--- config.mk ---
export PLATFORM = sky130hd
export DESIGN_NAME = led_pattern
export DESIGN_NICKNAME = d
export VERILOG_FILES = /design/src/rtl/led_pkg.sv /design/src/rtl/tick_div.sv /design/src/rtl/led_pattern.sv
export SDC_FILE = /design/constraint.sdc
export NUM_CORES = 1
export LEC_CHECK = 0
export ABC_CLOCK_PERIOD_IN_PS = 4210
export CAP_MARGIN = 20
export CORE_MARGIN = 3
export CORE_UTILIZATION = 56
export CTS_BUF_LIST = sky130_fd_sc_hd__clkbuf_2 sky130_fd_sc_hd__clkbuf_4 sky130_fd_sc_hd__clkbuf_8
export DETAILED_ROUTE_END_ITERATION = 12
export PLACE_DENSITY = 0.78
export SYNTH_ARGS = -nofsm -noshare
export SYNTH_HDL_FRONTEND = slang
export SYNTH_SLANG_ARGS = --single-unit
--- constraint.sdc ---
create_clock -name clk -period 4.21 [get_ports clk]
set_input_delay 0.6315 -clock clk [delete_from_list [all_inputs] [get_ports clk]]
set_output_delay 0.6315 -clock clk [all_outputs]
set_load 0.02 [all_outputs]
--- src/rtl/led_pkg.sv ---
// rtl/led_pkg.sv - shared pattern-mode and bounce-direction encodings for led_pattern
package led_pkg;

  typedef enum logic [1:0] {
    MODE_ROT_L  = 2'd0,
    MODE_ROT_R  = 2'd1,
    MODE_BOUNCE = 2'd2,
    MODE_BAR    = 2'd3
  } mode_e;

  typedef enum logic {
    DIR_UP = 1'b0,
    DIR_DN = 1'b1
  } dir_e;

endpackage

--- src/rtl/tick_div.sv ---
// rtl/tick_div.sv - enable-gated prescaler, one tick every DIV enabled cycles
module tick_div #(
  parameter int DIV = 500
) (
  input  logic clk,
  input  logic reset,
  input  logic en,
  input  logic clr,
  output logic tick
);

  localparam int DIV_W = (DIV > 1) ? $clog2(DIV) : 1;
  localparam logic [DIV_W-1:0] LAST = DIV_W'(DIV - 1);

  logic [DIV_W-1:0] cnt;

  assign tick = en & (cnt == LAST);

  // clr wins over en so a restart also works while paused
  always_ff @(posedge clk or posedge reset) begin
    if (reset) begin
      cnt <= '0;
    end else if (clr) begin
      cnt <= '0;
    end else if (en) begin
      cnt <= (cnt == LAST) ? '0 : cnt + 1'b1;
    end
  end

endmodule

--- src/rtl/led_pattern.sv ---
// rtl/led_pattern.sv - selectable rotate/bounce/bar LED pattern generator with step and cycle strobes
module led_pattern
  import led_pkg::*;
#(
  parameter int N_LED    = 16,
  parameter int TICK_DIV = 500,
  parameter int POS_W    = $clog2(N_LED + 1)
) (
  input  logic             clk,
  input  logic             reset,
  input  logic             en,
  input  logic [1:0]       mode,
  output logic [N_LED-1:0] led,
  output logic             step,
  output logic             cycle_done,
  output logic [POS_W-1:0] pos
);

  localparam logic [POS_W-1:0] LAST = POS_W'(N_LED - 1);
  localparam logic [POS_W-1:0] FULL = POS_W'(N_LED);

  mode_e            mode_q;
  dir_e             dir, dir_nxt;
  logic [POS_W-1:0] pos_nxt;
  logic             mode_chg, tick, adv, done_nxt;
  logic [N_LED-1:0] led_nxt;

  assign mode_chg = (mode != mode_q);
  assign adv      = tick & ~mode_chg;

  tick_div #(.DIV(TICK_DIV)) u_tick_div (
    .clk   (clk),
    .reset (reset),
    .en    (en),
    .clr   (mode_chg),
    .tick  (tick)
  );

  always_comb begin
    pos_nxt  = pos;
    dir_nxt  = dir;
    done_nxt = 1'b0;
    if (mode_chg) begin
      pos_nxt = '0;
      dir_nxt = DIR_UP;
    end else if (tick) begin
      case (mode_q)
        MODE_ROT_L: begin
          if (pos == LAST) begin
            pos_nxt  = '0;
            done_nxt = 1'b1;
          end else begin
            pos_nxt = pos + 1'b1;
          end
        end
        MODE_ROT_R: begin
          if (pos == '0) begin
            pos_nxt  = LAST;
            done_nxt = 1'b1;
          end else begin
            pos_nxt = pos - 1'b1;
          end
        end
        MODE_BOUNCE: begin
          // turn around on arrival so an endpoint is never shown twice
          if (dir == DIR_UP) begin
            pos_nxt = pos + 1'b1;
            if (pos == LAST - 1'b1) dir_nxt = DIR_DN;
          end else begin
            pos_nxt = pos - 1'b1;
            if (pos == POS_W'(1)) begin
              dir_nxt  = DIR_UP;
              done_nxt = 1'b1;
            end
          end
        end
        MODE_BAR: begin
          if (pos == FULL) begin
            pos_nxt  = '0;
            done_nxt = 1'b1;
          end else begin
            pos_nxt = pos + 1'b1;
          end
        end
        default: ;
      endcase
    end
  end

  // a BAR level of N_LED shifts the one out, so the subtraction yields all ones
  always_comb begin
    led_nxt = N_LED'(1) << pos;
    if (mode_q == MODE_BAR) led_nxt = (N_LED'(1) << pos) - N_LED'(1);
  end

  always_ff @(posedge clk or posedge reset) begin
    if (reset) begin
      mode_q     <= MODE_ROT_L;
      pos        <= '0;
      dir        <= DIR_UP;
      led        <= '0;
      step       <= 1'b0;
      cycle_done <= 1'b0;
    end else begin
      mode_q     <= mode_e'(mode);
      pos        <= pos_nxt;
      dir        <= dir_nxt;
      led        <= led_nxt;
      step       <= adv;
      cycle_done <= done_nxt;
    end
  end

endmodule
Word-level counts from Yosys, hierarchy flattened
Index checks and enable logic that the tools add are counted.
- register bits after elaboration: 35
- input port bits: 5
- output and inout port bits: 23
- word-level logic and storage cells: 55
- add/subtract/negate cells: 4
- equal/unequal tests: 9
- shift-type cells: 1
- multiplexer cells: 25
- bitwise logic cells: 3
- reductions and logical operators: 6
- operators with widths (kind ; count):
    $mux W5 ; 6
    $mux W9 ; 3
    $pmux W5 S4 ; 1
    $mux W16 ; 1
    $shl A1 B5 Y16 const A ; 1
    $sub A16 B2 Y16 const B ; 1
    $mux W1 ; 13
    $eq A5 B4 Y1 const B ; 2
    $add A9 B1 Y9 const B ; 1
    $eq A9 B9 Y1 const B ; 1
    $reduce_bool A2 Y1 ; 3
    $add A5 B1 Y5 const B ; 1
    $eq A5 B1 Y1 const B ; 1
    $eq A5 B5 Y1 const B ; 1
    $logic_not A5 Y1 ; 1
    $sub A5 B1 Y5 const B ; 1
    $eq A2 B2 Y1 const B ; 2
    $pmux W1 S4 ; 1
    $and A1 B1 Y1 ; 2
    $eq A2 B1 Y1 const B ; 1
    $logic_not A2 Y1 ; 1
    $ne A2 B2 Y1 ; 1
    $reduce_and A2 Y1 ; 1
    $not A1 Y1 ; 1

Logic depth before layout (Yosys ltp)
Gate-level depths: netlist (run 1).
- depth in word-level cells: 6
- depth in mapped cells: 10
- mapped depth without buffers: 9

Modules after synthesis
From an unflattened synthesis (run 1), not the netlist that was laid out.
- cell total of the unflattened synthesis: 266
- area total of the unflattened synthesis: 2346.0 µm²
- modules (own cells, without submodules) (module ; instances ; cells each ; area an instance (µm²) ; seq. area each (µm²)):
    led_pattern ; 1 ; 216 ; 1820.5 ; 650.6
    tick_div ; 1 ; 50 ; 525.5 ; 225.2

Worst setup path after synthesis (run 1)
OpenSTA, ideal clock, no wires.
- path type: reg-to-reg
- start: register pos[1]
- end: register led[10]
- setup time: 122 ps
- arrival: 2190 ps
- required time: 4088 ps
- setup slack: 1898 ps
- cell stages (with the launch flop): 10
- path buffers: 1
- period minus slack after synthesis: 2312 ps
- cell sequence: dfrtp_1 -> inv_1 -> ha_1 -> clkbuf_1 -> nor4b_2 -> inv_1 -> ha_1 -> and3_1 -> and4_1 -> a32o_1
- longest elaborated chain between the ends: 3
- ends and longest elaborated chain (element ; line ; RTL):
    from (decl) ; led_pattern.sv:16 ; output logic [POS_W-1:0] pos
    from (signal assigned) ; led_pattern.sv:106 ; pos <= pos_nxt;
    $shl A1 B5 Y16 * ; led_pattern.sv:92, led_pattern.sv:93 ;
    $sub A16 B2 Y16 ; led_pattern.sv:93 ; if (mode_q == MODE_BAR) led_nxt = (N_LED'(1) << pos) - N_LED'(1);
    $mux W16 * ; led_pattern.sv:93 ;
    net led_nxt[10] ; led_pattern.sv:26 ; logic [N_LED-1:0] led_nxt;
    to (signal assigned) ; led_pattern.sv:108 ; led <= led_nxt;
    to (decl) ; led_pattern.sv:13 ; output logic [N_LED-1:0] led,
Mark *: on every way through the listed nets, which the timed path passes. The rest lies on a longest branch.
A chain may end at the register's enable or synchronous reset.

Final worst setup path (run 1)
- start: register pos[2]
- end: register led[13]
The elaborated chain is that of the path after synthesis.

==> impl_metrics.toml, run 1 <==
[layout]
syn2layout_area_growth_pct = 15.46
mostFrequentLayoutCells = "dfrtp_1 (35), clkdlybuf4s50_1 (27), nand2_1 (21)"
drive_gt1_frac = 0.07143
nets = 281
stdcell_count = 314
fill_cells = 313
regArea_sq_um = 875.8
antenna_cells = 0
multi_input_area_sq_um = 1281
layout_commonest_cell = "dfrtp_1"

[place]
gp_congestion = 0.9148
dpl.cell_count = 306
port_buffers = 27
place_ws_ps = 1575
hpwl_um = 3585

[synth]
netlist_area_sq_um = 2291
synthSimpleGateAreaFrac = 0.2512
synth.avg_cell_area_sq_um = 9.313
yosysWarnings = 0
ys_seq_elements = 35
synthAdderAreaFrac = 0.06008
syn_inst = 246
synth-edff-count = 0
ys_types = 55
synth_top_family_by_area = "simple AND/OR/NAND/NOR gates"
yosys-top-cells-area = "dfrtp_1 (38%), ha_1 (6.0%), xnor2_1 (4.2%), nand2_1 (3.4%), o21ai_0 (3.1%)"
synth_xor_area_frac = 0.07264
yosysTopAreaCellShare = 0.3823
synth_fp_nets = 262
synth_top_cell_by_area = "dfrtp_1"
synth_seq_area_share = 0.3823
synth_compound_area_frac = 0.1660
synth_ff_type = "dfrtp_1"
synthMuxAreaShare = 0.009285
async_reset_ff_frac = 1.000

[min_path]
min_path_type = "reg2reg"

[setup_path]
crit_arrival_ps = 2840
critPathMaxFanout = 22
critPathRequiredTime_ps = 4380
critPathLaunchType = "register"
setup.worst_path.class = "reg2reg"
r2r_end = "led[13]"
critPathTopFamily = "flip-flops"
crit_start = "pos[2]"
reg2regPathDepth = 6
path_cells = "inv_1, ha_1, o31ai_1, nor4b_4, nor3b_1, o21ai_1"
critPathSlowestCell = "dfrtp_1"
reg2reg_from = "pos[2]"
ff2ff_setup_slack_ps = 1540
setup.worst_path.end = "led[13]"
critical_path.endpoint_type = "register"
critPathMaxStageDelay_ps = 830
crit_buf_inv = 1
crit_cells = 6

[pwr]
power.total_w = 0.0006847
p_leak_nw = 1.057
power_density_nw_per_um2 = 258.9
irDropWorstVdd_v = 0.0001288

[routing]
drt-total-wl_um = 5102
dr.first_iter.drc_count = 143
vias_per_cell = 6.140
drc = 0
avgRoutedWirePerCell_um = 16.25
postRouteAntennaNets = 0
vias = 1928
firstDrtPassIters = 5

[clock_tree]
cts_hold_buf = 0
cts_sinks = 35
cts_setup_buffers = 0
cts.repair.resized = 0
numCtsBuffers = 5
clk_pin_slew_ps = 80
clockRootBuffer = "clkbuf_8"
cts_tree = "yes"
clockBufferDepth = 2
htree_num_levels = 2
clock_latency_ps = 290

[run]
drv_cap = 0

[floorplan]
die_height_um = 69.96
start_util = 0.6031
io_pins = 28
row_count = 22
die-area_sq_um = 4894
die_w_um = 69.96
core_region_area_sq_um = 3799

[timing]
final-max-slew-violation-count = 0
setup_ws_ps = 1539
finalHoldViolations = 0
tns_ps = 0
setup_viol = 0
maxSlewHeadroom = 0.4322
rsz0062_at_grt = "no"
worst_pin_slew_ps = 851.7
finClkSkew_ps = 11.49
fmax_ghz = 0.3744
period_share = 0.6345
fin_crit_ps = 2671

[global_route]
antenna_found_initial = 0
grt_overflow = 0
grt_pass1_vias = 1783
grt_pass1_wl_um = 8707
grt_util_all_layers = 0.2193
grt_max_degree = 36

[status]
status = "finished clean"
==> kinds of logic (layout without fill, tap and decap cells) <==
logic type | after synthesis | after routing
AND/OR/NAND/NOR | 98 | 98
adder cells (fa/ha/maj) | 11 | 11
XOR/XNOR | 19 | 19
flip-flops | 35 | 35
multiplexers | 2 | 2
AO/OA/AOI/OAI | 55 | 55
buffers and inverters | 26 | 46
==> state kept, by name, indices dropped and copies added (netlist names) <==
register and cells:
cycle_done 1, dir 1, led 16, mode_q 2, pos 5, step 1
u_tick_div.cnt 9
==> report_power, final <==
group          internal (W)   total, W  switching, W  leakage [nW]
sequential         0.000338   0.000345    0.00000654         0.480
combinational     0.0000127  0.0000357     0.0000229         0.519
clock              0.000176   0.000304      0.000128        0.0581
==> metrics by stage <==
stage,cell area [sq um],util,hold slack [ps]
floorplan,2291,-,510.3
global placement,2532,0.6667,536.7
detailed placement,2532,0.6667,563.6
CTS,2645,0.6963,577.6
global route,2645,0.6963,613.0
finish,2645,0.6963,581.1
==> worst register-to-register path, stage by stage, from the launching register on <==
cell and delay [ps]:
dfrtp_1 830, inv_1 300, ha_1 380, o31ai_1 340
nor4b_4 380, nor3b_1 230, o21ai_1 90
==> final cells by class <==
| type | instances | share of cell area |
|---|---|---|
| flip-flops and latches | 35 | 0.3311 |
| clock inverters | 3 | 0.01656 |
| inverters | 10 | 0.01419 |
| clock buffers | 5 | 0.02602 |
| repair buffers | 28 | 0.1050 |
| multi-input cells | 185 | 0.4844 |
| well taps | 48 | 0.02271 |
==> routing by layer <==
layer | global-route usage | wire, um | up-vias
met5 | 0 | 0 | -
met3 | 0.04029 | 381 | 6
li1 | - | - | 927
met2 | 0.3337 | 2337 | 82
met4 | 0.07447 | 72 | 0
met1 | 0.3138 | 2310 | 913
==> Yosys cell counts, types with 2 or more instances <==
cell	n
dfrtp_1	35
nand2_1	21
nor2_1	17
o21ai_0	14
ha_1	11
xnor2_1	11
inv_1	10
nor3_1	10
a21oi_1	9
xor2_1	8
nand3_1	7
nor2b_1	7
clkbuf_1	6
buf_2	5
nand4_1	5
nand2b_1	4
o21ai_1	4
o32ai_1	4
or3_1	4
a32o_1	3
and3_1	3
buf_6	3
nor3b_1	3
o211ai_1	3
a311oi_1	2
buf_4	2
nand3b_1	2
nor4b_4	2
o21bai_1	2
o22ai_1	2
o31ai_1	2
or2_1	2
==> how the worst min path moves through the flow <==
stage                        end         startpoint  slack [ps]  cells after the start
2_1_floorplan  u_tick_div.cnt[7]  u_tick_div.cnt[7]         510                      2
3_3_place_gp   u_tick_div.cnt[7]  u_tick_div.cnt[7]         540                      2
3_5_place_dp   u_tick_div.cnt[7]  u_tick_div.cnt[7]         560                      2
4_1_cts        u_tick_div.cnt[8]  u_tick_div.cnt[8]         580                      2
5_1_grt        u_tick_div.cnt[7]  u_tick_div.cnt[7]         610                      2
6_report       u_tick_div.cnt[7]  u_tick_div.cnt[7]         580                      2
Note: power is estimated with default switching activity, not from simulation.
==> run 2, diff against run 1 <==
--- a/config.mk
+++ b/config.mk
@@ -5,13 +5,13 @@
 export SDC_FILE = /design/constraint.sdc
 export NUM_CORES = 1
 export LEC_CHECK = 0
-export ABC_CLOCK_PERIOD_IN_PS = 4210
+export ABC_CLOCK_PERIOD_IN_PS = 2300
 export CAP_MARGIN = 20
 export CORE_MARGIN = 3
-export CORE_UTILIZATION = 56
+export CORE_UTILIZATION = 52
 export CTS_BUF_LIST = sky130_fd_sc_hd__clkbuf_2 sky130_fd_sc_hd__clkbuf_4 sky130_fd_sc_hd__clkbuf_8
 export DETAILED_ROUTE_END_ITERATION = 12
-export PLACE_DENSITY = 0.78
+export PLACE_DENSITY = 0.76
 export SYNTH_ARGS = -nofsm -noshare
 export SYNTH_HDL_FRONTEND = slang
 export SYNTH_SLANG_ARGS = --single-unit
==> constraint.sdc (replaced) <==
create_clock -name clk -period 2.3 [get_ports clk]
set_input_delay 0.345 -clock clk [delete_from_list [all_inputs] [get_ports clk]]
set_output_delay 0.345 -clock clk [all_outputs]
set_load 0.02 [all_outputs]
==> run 2 against run 1 <==
Wire length rose by 0.94%. Final area grew 6.1%. Fmax increased by 26%. Clock power is 82% higher. Non-clock buffer count up 20. Sequential power rose by 81%. Clock skew down 5.6 ps. Highest routed layer unchanged.
==> impl_metrics.toml, run 2 (synthesis gave the netlist of run 1 again) <==
[floorplan]
die_height_um = 72.38
row_count = 23
core_region_area_sq_um = 4115
die-area_sq_um = 5238
start_util = 0.5567
die_w_um = 72.38
io_pins = 28

[place]
dpl.cell_count = 328
gp_congestion = 0.9102
port_buffers = 27
hpwl_um = 3829

[pwr]
p_leak_nw = 1.161
power_density_nw_per_um2 = 446.9
irDropWorstVdd_v = 0.0003652
power.total_w = 0.001254

[global_route]
grt_pass1_wl_um = 8825
grt_pass1_vias = 1839
grt_max_degree = 36
antenna_found_initial = 0
grt_util_all_layers = 0.2141
grt_overflow = 0

[layout]
layout_commonest_cell = "dfrtp_1"
mostFrequentLayoutCells = "dfrtp_1 (35), clkdlybuf4s50_1 (27), nand2_1 (21), buf_4 (21), nor2_1 (17)"
fill_cells = 347
largestRegisters = "led (16), u_tick_div.cnt (9), pos (5)"
antenna_cells = 0
largest_reg_flops = 16
regMostFlops = "led"
drive_gt1_frac = 0.1364
nets = 301
stdcell_count = 336
syn2layout_area_growth_pct = 22.50
final_core_util = 0.6820

[setup_path]
critPathRequiredTime_ps = 2480
path_cells = "inv_1, ha_1, nor4b_4, inv_1, ha_1, and3_1, and4_1, a32o_1"
ff2ff_setup_slack_ps = 180
reg2reg_from = "pos[0]"
crit_buf_inv = 2
critPathMaxStageDelay_ps = 420
critPathSlowestCell = "dfrtp_1"
critPathMaxFanout = 5
critPathLaunchType = "register"
setup.worst_path.class = "reg2reg"
critical_path.endpoint_type = "register"
r2r_end = "led[10]"
crit_arrival_ps = 2300
critPathTopFamily = "simple AND/OR/NAND/NOR gates"
reg2regPathDepth = 8

[clock_tree]
clock_latency_ps = 290
htree_num_levels = 2
cts_tree = "yes"
numCtsBuffers = 5
clockBufferDepth = 2
cts_hold_buf = 0
cts_setup_buffers = 0
clk_pin_slew_ps = 80
cts_sinks = 35
clockRootBuffer = "clkbuf_8"
cts.repair.resized = 0

[timing]
fmax_ghz = 0.4708
period_share = 0.9235
setup_viol = 0
finalHoldWorstSlack_ps = 452.0
finClkSkew_ps = 5.909
final-max-slew-violation-count = 0
finalHoldViolations = 0
tns_ps = 0
maxSlewHeadroom = 0.5803
fin_crit_ps = 2124
worst_pin_slew_ps = 629.5
rsz0062_at_grt = "no"

[routing]
vias = 1945
drc = 0
vias_per_cell = 5.789
postRouteAntennaNets = 0
dr.first_iter.drc_count = 141
drt-total-wl_um = 5150
avgRoutedWirePerCell_um = 15.33
firstDrtPassIters = 4

[run]
drv_cap = 0

[status]
status = "finished clean"

[min_path]
min_path_type = "in2async"
==> run 2: changes by cell type in the layout (fill, tap and decap cells not counted), sizes merged <==
cell,delta
buf,+20
==> run 2: worst max-delay path by stage <==
| stage | start | to | slack (ps) | cells past startpoint |
|---|---|---|---|---|
| global route | pos[0] | led[8] | 40 | 9 |
| CTS | pos[0] | led[10] | 180 | 8 |
| detailed placement | pos[0] | led[10] | 190 | 8 |
| floorplan | pos[0] | pos[3] | 20 | 8 |
| finish | pos[0] | led[10] | 180 | 8 |
| global placement | pos[2] | led[13] | 230 | 6 |
==> run 2: report_power, final <==
group | switching (W) | internal [W] | leakage [nW]
combinational | 0.0000478 | 0.0000266 | 0.623
sequential | 0.00000614 | 0.000620 | 0.480
clock | 0.000231 | 0.000322 | 0.0581
==> run 2: worst register-to-register path: cells and delay by family, from the launching register on <==
family | cells | cell delay (ps)
AOI/OAI and AO/OA | 1 | 230
adders and majority gates | 2 | 430
buffers and inverters | 2 | 240
DFF | 1 | 420
and+or+nand+nor | 3 | 700
==> run 2: layout make-up <==
type,count,area [sq um],area share
Multi-Input combinational cell,185,1290,0.4597
Sequential cell,35,875.8,0.3121
Timing Repair Buffer,48,427.9,0.1525
Clock buffer,5,68.82,0.02452
Tap cell,50,62.56,0.02229
Clock inverter,3,43.79,0.01560
Inverter,10,37.54,0.01337
==> run 2: per-stage QoR <==
stage	setup WS [ps]	area, sq um
floorplan	19.35	2300
global placement	233.4	2694
detailed placement	193.1	2694
CTS	176.7	2806
global route	36.57	2806
finish	175.9	2806
==> run 2: per-layer routing <==
metal	wire length (um)	track usage
met1	2468	0.3079
met2	2291	0.3155
met3	278	0.05125
met4	112	0.07377
met5	0	0
==> run 3, diff against run 2 <==
--- a/config.mk
+++ b/config.mk
@@ -5,13 +5,14 @@
 export SDC_FILE = /design/constraint.sdc
 export NUM_CORES = 1
 export LEC_CHECK = 0
+export ABC_AREA = 1
 export ABC_CLOCK_PERIOD_IN_PS = 2300
 export CAP_MARGIN = 20
 export CORE_MARGIN = 3
 export CORE_UTILIZATION = 52
 export CTS_BUF_LIST = sky130_fd_sc_hd__clkbuf_2 sky130_fd_sc_hd__clkbuf_4 sky130_fd_sc_hd__clkbuf_8
 export DETAILED_ROUTE_END_ITERATION = 12
-export PLACE_DENSITY = 0.76
+export PLACE_DENSITY = 0.77
 export SYNTH_ARGS = -nofsm -noshare
 export SYNTH_HDL_FRONTEND = slang
 export SYNTH_SLANG_ARGS = --single-unit
==> run 3 against run 2 <==
Sequential power barely moved. Fmax is 2.0% higher. Hold slack worse by 1.3 ps. Largest power group unchanged.
==> impl_metrics.toml, run 3 <==
[routing]
firstDrtPassIters = 6
avgRoutedWirePerCell_um = 12.70
drt-total-wl_um = 4673
postRouteAntennaNets = 0
vias = 1943
drc = 0
vias_per_cell = 5.280
dr.first_iter.drc_count = 114

[synth]
yosysWarnings = 0
yosysTopAreaCellShare = 0.4018
synth_fp_nets = 300
synth.avg_cell_area_sq_um = 7.675
async_reset_ff_frac = 1.000
synth_ff_type = "dfrtp_1"
synth_seq_area_share = 0.4018
ys_types = 26
yosys-top-cells-area = "dfrtp_1 (40%), nand2_1 (11%), inv_1 (6.4%), ha_1 (6.3%), nand3_1 (6.0%)"
ys_seq_elements = 35
syn_inst = 284
netlist_area_sq_um = 2180
yosysMostFrequentCell = "nand2_1"
synth-edff-count = 0
synth_top_cell_by_area = "dfrtp_1"
ys_top_cells_by_count = "nand2_1 (63), inv_1 (37), dfrtp_1 (35)"

[timing]
maxSlewHeadroom = 0.7090
finalHoldViolations = 0
finClkSkew_ps = 10.58
final-max-slew-violation-count = 0
setup_ws_ps = 218.5
tns_ps = 0
period_share = 0.9050
rsz0062_at_grt = "no"
worst_pin_slew_ps = 436.6
setup_viol = 0
fmax_ghz = 0.4804
finalHoldWorstSlack_ps = 450.7
fin_crit_ps = 2081

[pwr]
irDropWorstVdd_v = 0.0002517
p_leak_nw = 1.325
power_density_nw_per_um2 = 481.8

[layout]
regMostFlops = "led"
nets = 335
regArea_sq_um = 877.1
mostFrequentLayoutCells = "nand2_1 (63), inv_1 (37), dfrtp_1 (34)"
design_area_sq_um = 2634
layout_commonest_cell = "nand2_1"
multi_input_area_sq_um = 1114
drive_gt1_frac = 0.1125
largest_reg_flops = 16
fill_cells = 322
antenna_cells = 0
syn2layout_area_growth_pct = 20.84
largestRegisters = "led (16), u_tick_div.cnt (9), pos (5)"

[min_path]
min_path_type = "in2async"

[global_route]
grt_max_degree = 36
grt_pass1_wl_um = 8500
grt_overflow = 0
grt_pass1_vias = 1857
grt_util_all_layers = 0.2096
antenna_found_initial = 0

[floorplan]
row_count = 22
start_util = 0.5656
io_pins = 28
die_height_um = 70.74
die_w_um = 70.74
die-area_sq_um = 5004
core_region_area_sq_um = 3854

[setup_path]
setup.worst_path.class = "reg2reg"
path_cells = "inv_1, ha_1, inv_1, nor2_2, nand2_1, ha_1, inv_1, nor2_2, nand3_1, nor2_2, nand2_1, xor2_1, inv_1"
critPathMaxFanout = 6
critical_path.endpoint_type = "register"
critPathMaxStageDelay_ps = 440
crit_arrival_ps = 2270
critPathSlowestCell = "dfrtp_2"
critPathLaunchType = "register"
cpMostUsedCell = "inv_1"
critPathRequiredTime_ps = 2490

[place]
place_area_sq_um = 2517
place_ws_ps = 139.6
hpwl_um = 3546
gp_congestion = 0.9500
port_buffers = 27

[clock_tree]
clk_pin_slew_ps = 80
numCtsBuffers = 5
cts_sinks = 35
clockBufferDepth = 2
cts_hold_buf = 0
clockRootBuffer = "clkbuf_8"
clock_latency_ps = 290
htree_num_levels = 2
cts_setup_buffers = 0
cts.repair.resized = 0
cts_tree = "yes"

[run]
drv_cap = 0

[status]
status = "finished clean"
[run 3: stage by stage]
step / instances / util / power, W
finish: 368 / 0.6834 / 0.001269
global route: 368 / 0.6834 / 0.001323
CTS: 368 / 0.6825 / 0.001284
detailed placement: 360 / 0.6532 / 0.0007213
global placement: 360 / 0.6532 / 0.0007200
floorplan: 284 / - / 0.0006940
[run 3: routing by layer]
layer / wire length, um / vias to the layer above / track usage
li1: - / 976 / -
met1: 2162 / 920 / 0.2712
met2: 2265 / 42 / 0.3491
met3: 201 / 5 / 0.04688
met4: 44 / 0 / 0.06681
met5: 0 / - / 0
[run 3: critical path, delay by kind of cell, from the launching register on]
kind | cells | cell delay [ps]
xor gates and xnor gates | 1 | 140
adders and majority gates | 2 | 470
buffers and inverters | 4 | 330
DFF | 1 | 440
and+or+nand+nor | 6 | 620
[run 3: cell families after synthesis]
group                      count (synthesis)  synth area share
DFF                                       35            0.4018
adders and majority gates                 11           0.06314
buffers and inverters                     47           0.08840
xor gates and xnor gates                  17           0.06831
AOI/OAI and AO/OA                         27           0.06659
and+or+nand+nor                          147            0.3117
[run 3: path summary, 6_finish.rpt]
path	cells past startpoint	slack (ps)	from	end
worst max-delay path	13	220	pos[1]	led[10]
worst min register to register	2	510	u_tick_div.cnt[5]	u_tick_div.cnt[5]
min in group clk	2	510	u_tick_div.cnt[5]	u_tick_div.cnt[5]
worst min-delay path	3	450	reset	led[14]
max in group asynchronous	3	1510	reset	pos[1]
worst max register to register	13	220	pos[1]	led[10]
[run 3: power breakdown]
group | leakage (nW) | internal, W | total, W | switching [W]
clock | 0.0581 | 0.000323 | 0.000560 | 0.000237
sequential | 0.479 | 0.000619 | 0.000624 | 0.00000459
combinational | 0.789 | 0.0000266 | 0.0000850 | 0.0000583
[run 3: layout make-up]
type	count	area share
multi-input combinational	202	0.4228
clock buffer	5	0.02613
sequential	35	0.3330
tap	48	0.02280
inverter	43	0.06176
timing repair buffer	32	0.1169
clock inverter	3	0.01663
